### src/rtl/serial_add_sub.sv
// serial_add_sub: bit-serial adder/subtractor, one full-adder cell per clock, LSB first.
// A WIDTH-bit add or subtract (a + ~b + 1) completes WIDTH cycles after the accepting edge.
// Optional feature macro: SERIAL_ADDSUB_OVF_EN enables the signed overflow flag (ovf);
// when it is undefined, ovf is tied to 0 and no overflow flop is built.
//
// state    | meaning
// ---------+-------------------------------------------------------------
// ST_IDLE  | waiting for start; operands are loaded on the accepting edge
// ST_SHIFT | one result bit per edge; busy=1; last edge latches outputs
// ST_DONE  | done=1 for one cycle, then back to ST_IDLE

module serial_add_sub #(
  parameter int WIDTH = 8
) (
  input  logic             clk,
  input  logic             rst_n,
  input  logic             start,
  input  logic             sub,
  input  logic [WIDTH-1:0] a,
  input  logic [WIDTH-1:0] b,
  output logic             busy,
  output logic             done,
  output logic [WIDTH-1:0] result,
  output logic             c_out,
  output logic             ovf
);

  localparam int CW = (WIDTH > 1) ? $clog2(WIDTH) : 1;

  typedef enum logic [1:0] {
    ST_IDLE  = 2'd0,
    ST_SHIFT = 2'd1,
    ST_DONE  = 2'd2
  } state_t;

  state_t           state_q, state_d;
  logic [WIDTH-1:0] a_sr_q, a_sr_d;
  logic [WIDTH-1:0] b_sr_q, b_sr_d;
  logic [WIDTH-1:0] s_sr_q, s_sr_d;
  logic             carry_q, carry_d;
  logic [CW-1:0]    cnt_q, cnt_d;
  logic             op_q, op_d;
  logic [WIDTH-1:0] result_q, result_d;
  logic             c_out_q, c_out_d;
  logic             sum_bit;
  logic             carry_new;
  logic             last_bit;

  // Single full-adder cell operating on the current LSBs of the shift registers.
  always_comb begin
    sum_bit   = a_sr_q[0] ^ b_sr_q[0] ^ carry_q;
    carry_new = (a_sr_q[0] & b_sr_q[0]) | (a_sr_q[0] & carry_q) | (b_sr_q[0] & carry_q);
    last_bit  = (cnt_q == CW'(WIDTH - 1));
  end

  // Next-state and datapath update; outputs only change on the edge entering ST_DONE.
  always_comb begin
    state_d  = state_q;
    a_sr_d   = a_sr_q;
    b_sr_d   = b_sr_q;
    s_sr_d   = s_sr_q;
    carry_d  = carry_q;
    cnt_d    = cnt_q;
    op_d     = op_q;
    result_d = result_q;
    c_out_d  = c_out_q;
    case (state_q)
      ST_IDLE: begin
        if (start) begin
          a_sr_d  = a;
          // Subtraction as a + ~b + 1: invert B here and seed the carry with 1.
          b_sr_d  = sub ? ~b : b;
          carry_d = sub;
          cnt_d   = '0;
          op_d    = sub;
          state_d = ST_SHIFT;
        end
      end
      ST_SHIFT: begin
        a_sr_d  = a_sr_q >> 1;
        b_sr_d  = b_sr_q >> 1;
        s_sr_d  = {sum_bit, s_sr_q[WIDTH-1:1]};
        carry_d = carry_new;
        cnt_d   = cnt_q + CW'(1);
        if (last_bit) begin
          state_d  = ST_DONE;
          result_d = {sum_bit, s_sr_q[WIDTH-1:1]};
          // For subtraction a borrow is the absence of a carry out.
          c_out_d  = op_q ? ~carry_new : carry_new;
        end
      end
      ST_DONE: begin
        state_d = ST_IDLE;
      end
      default: begin
        state_d = ST_IDLE;
      end
    endcase
  end

  // State, shift registers and held outputs.
  always_ff @(posedge clk or negedge rst_n) begin
    if (!rst_n) begin
      state_q  <= ST_IDLE;
      a_sr_q   <= '0;
      b_sr_q   <= '0;
      s_sr_q   <= '0;
      carry_q  <= 1'b0;
      cnt_q    <= '0;
      op_q     <= 1'b0;
      result_q <= '0;
      c_out_q  <= 1'b0;
    end else begin
      state_q  <= state_d;
      a_sr_q   <= a_sr_d;
      b_sr_q   <= b_sr_d;
      s_sr_q   <= s_sr_d;
      carry_q  <= carry_d;
      cnt_q    <= cnt_d;
      op_q     <= op_d;
      result_q <= result_d;
      c_out_q  <= c_out_d;
    end
  end

`ifdef SERIAL_ADDSUB_OVF_EN
  logic ovf_q, ovf_d;

  // On the MSB edge carry_q is the carry into the MSB cell; overflow is it XOR the carry out.
  always_comb begin
    ovf_d = ovf_q;
    if (state_q == ST_SHIFT && last_bit) begin
      ovf_d = carry_q ^ carry_new;
    end
  end

  // Overflow flag register, held like result.
  always_ff @(posedge clk or negedge rst_n) begin
    if (!rst_n) begin
      ovf_q <= 1'b0;
    end else begin
      ovf_q <= ovf_d;
    end
  end

  assign ovf = ovf_q;
`else
  assign ovf = 1'b0;
`endif

  assign busy   = (state_q == ST_SHIFT);
  assign done   = (state_q == ST_DONE);
  assign result = result_q;
  assign c_out  = c_out_q;

endmodule

### config.mk
export PLATFORM = sky130hd
export DESIGN_NAME = serial_add_sub
export DESIGN_NICKNAME = d
export VERILOG_FILES = /design/src/rtl/serial_add_sub.sv
export SDC_FILE = /design/constraint.sdc
export NUM_CORES = 1
export LEC_CHECK = 0
export CORE_MARGIN = 2
export CORE_UTILIZATION = 47
export CTS_CLUSTER_SIZE = 24
export DETAILED_ROUTE_END_ITERATION = 10
export PLACE_DENSITY = 0.75
export SYNTH_ARGS = -nofsm -noshare
export SYNTH_HDL_FRONTEND = slang
export SYNTH_SLANG_ARGS = --single-unit
### constraint.sdc
create_clock -name clk -period 1.33 [get_ports clk]
set_input_delay 0.1995 -clock clk [delete_from_list [all_inputs] [get_ports clk]]
set_output_delay 0.1995 -clock clk [all_outputs]
set_load 0.02 [all_outputs]
==> run metrics <==
Pleak=1.19 nW; Synth Net Count=162; status=finished, violations left; crit share post-route=102%; Clk pin slew, worst setup/hold paths=0.07 ns; antenna violations before repair=0; DP Wirelength=between 2000 and 2500 um; CP max stage delay=roughly 0.45 ns; grt ovf=0; largest net degree at the start of global routing=40; share of the synthesized area in the top cell type=about 54%; via count=between 1000 and 1500; core area=between 3000 and 4000 um^2; Syn Std Cell Area=between 1500 and 2000 um^2; Root Buffer=clkbuf_8; Worst EP arrival=1.53 ns; RSZ-0062 raised after global routing=true; crit path launch type=flip-flop; Async S/R FF share, synth=100%; Placed Area=2220 um^2; Post-Route Skew=about 0.006 ns; CTS tree=done; # IOs=32; fin. max-slew vios=0; failing checks=negative setup slack; main area contributors after synthesis=dfrtp_1 54%, mux2_4 6.6%, mux2_2 5.6%; Initial Util=around half; net count reported at finish=between 200 and 250; Hold WS=approximately 0.49 ns; 1st-pass router iterations=4; worst hold path type=input pin to async pin; top cells by count, synth=39 x dfrtp_1, 11 x nand2_1, 9 x mux2_2; Inserted Clock Buffers=5; most numerous cell in the Yosys netlist=dfrtp_1; R2R Setup Slk=-0.02 ns; vias in the first global route=1288; EDFF count, synth=0; total track usage=18.2%; Initial DRC Count=43; H-tree depth=2; largest area contributor in the netlist=dfrtp_1; Cells after Synth=~140; final hold violations=0; maximum root-to-sink buffer count=2; vias per cell=5.25; Post-synth top flop=dfrtp_1; f_max=740 MHz; row count=22; ANT nets after route=0; drt wl/cell=between 15 and 20 um; Yosys warning count=0; die footprint=4380 um^2; Max Cap Viol=0; final wirelength=3640 um; synthesis-stage register bit count=39; Area Overhead vs Synth=34.9%; Req. time, crit path=1.51 ns; Finish-stage setup viols=4; sequential share of the synthesized area=53.6%; worst flop-to-flop path startpoint=state_q[0]; CP Max Fanout=5; Die Ht=around 66 um; worst path cell trace=buf_6 > nor3b_4 > mux2_4; fill cell count=293; setup ws final=-0.0208 ns; PD cells=2130 nW/um^2; Port Buffer Count=30; Worst Setup Path Type=flip-flop to flip-flop; total negative slack=-0.0316 ns; Max VDD drop=1.01 mV; synthesized area per cell=13.1 um^2; clock latency at the later pin of the worst-skew pair=between 0.2 and 0.3 ns; CP max stage cell=dfrtp_2; RR Endpoint=op_q; Crit. End Element=flip-flop; Period minus WS final=1.35 ns; CTS sink count=39; share of layout cells above drive strength 1=32.3%; Final Cell Area=approximately 2500 um^2; n_diodes=0; Die X-Extent=66.2 um; R2R cell count=3; first-pass GRT wire length=5950 um; # DRC=0; GPL Wtd Cong=0.784; unique cell type count in the Yosys netlist=31
-- layout by cell type (no fill, tap or decap), drive strengths merged, types with 2 or more instances in the layout --
cell,n
dfrtp,39
buf,27
clkdlybuf4s50,18
mux2,17
nand2,11
o21ai,11
dlygate4sd2,9
a22oi,8
xor2,8
clkbuf,6
inv,4
and3b,4
a221o,4
a222oi,3
a21oi,3
nor2b,3
and2b,3
o21bai,2
nand3b,2
a22o,2
ha,2
-- critical path, delay by kind of cell, from the launching register on --
family	cells	cell delay [ns]
buffers and inverters	1	0.14
DFF	1	0.45
muxes	1	0.34
and+or+nand+nor	1	0.31
-- area by class of cell --
cell class	instances	area (um^2)	area share [%]
repair buffers	55	485	19.8
inverters	4	15.0	0.612
well taps	48	60.1	2.45
flip-flops and latches	39	977	39.8
clock inverters	1	30.0	1.22
clock buffers	6	72.6	2.96
multi-input cells	87	815	33.2
-- how the worst max path moves through the flow --
| stage | from | to | slack (ns) | cells past startpoint |
|---|---|---|---|---|
| 5_1_grt | state_q[0] | op_q | -0.07 | 3 |
| 4_1_cts | state_q[0] | a_sr_q[1] | -0.01 | 4 |
| 3_5_place_dp | start | a_sr_q[6] | -0.29 | 6 |
| 6_report | state_q[0] | op_q | -0.02 | 3 |
| 2_1_floorplan | cnt_q[1] | result[1] | -0.008 | 5 |
| 3_3_place_gp | start | a_sr_q[2] | -0.18 | 6 |
-- timing repair --
action,CTS,global route
setup buffers,4,5
resized for setup,21,11
hold buffers,1,0
setup endpoints to repair,36,30
cloned,2,0
endpoints found under the hold margin,39,0
pin swaps,3,4
-- stage by stage --
step	setup WS, ns	total power [mW]	utilization [%]	std cells
5_1_grt	-0.0659	5.57	66.6	240
2_1_floorplan	-0.00820	3.45	-	139
3_5_place_dp	-0.286	4.12	60.1	221
6_report	-0.0208	5.24	66.6	240
4_1_cts	-0.0108	5.11	64.7	235
3_3_place_gp	-0.180	4.00	60.1	221
-- per-layer routing --
metal / vias to the layer above / share of wire [%] / global-route usage, %
met1: 620 / 43 / 22.6
met5: - / 0 / 0
met2: 35 / 50 / 30.4
met4: 0 / 1.5 / 6.12
li1: 599 / - / -
met3: 6 / 5.3 / 5.11
-- logic make-up after synthesis --
logic type | after synthesis | synth area share, %
flip-flops | 39 | 53.6
AO/OA/AOI/OAI | 32 | 13.1
AND/OR/NAND/NOR | 23 | 8.67
multiplexers | 17 | 12.2
buffers and inverters | 15 | 5.43
XOR/XNOR | 9 | 4.33
adder cells (fa/ha/maj) | 3 | 2.48
other | 1 | 0.206
-- report_power, final --
group | leakage, nW | switching, mW | internal [mW]
sequential | 0.495 | 0.314 | 1.69
clock | 0.0513 | 0.395 | 0.549
combinational | 0.648 | 0.967 | 1.32
total | 1.19 | 1.68 | 3.56
-- registers in the layout (all words and copies together) (netlist names) --
signal   count
a_sr_q       8
b_sr_q       8
c_out        1
carry_q      1
cnt_q        3
op_q         1
result       8
s_sr_q       7
state_q      2
Power figures use the tool's default switching activity.
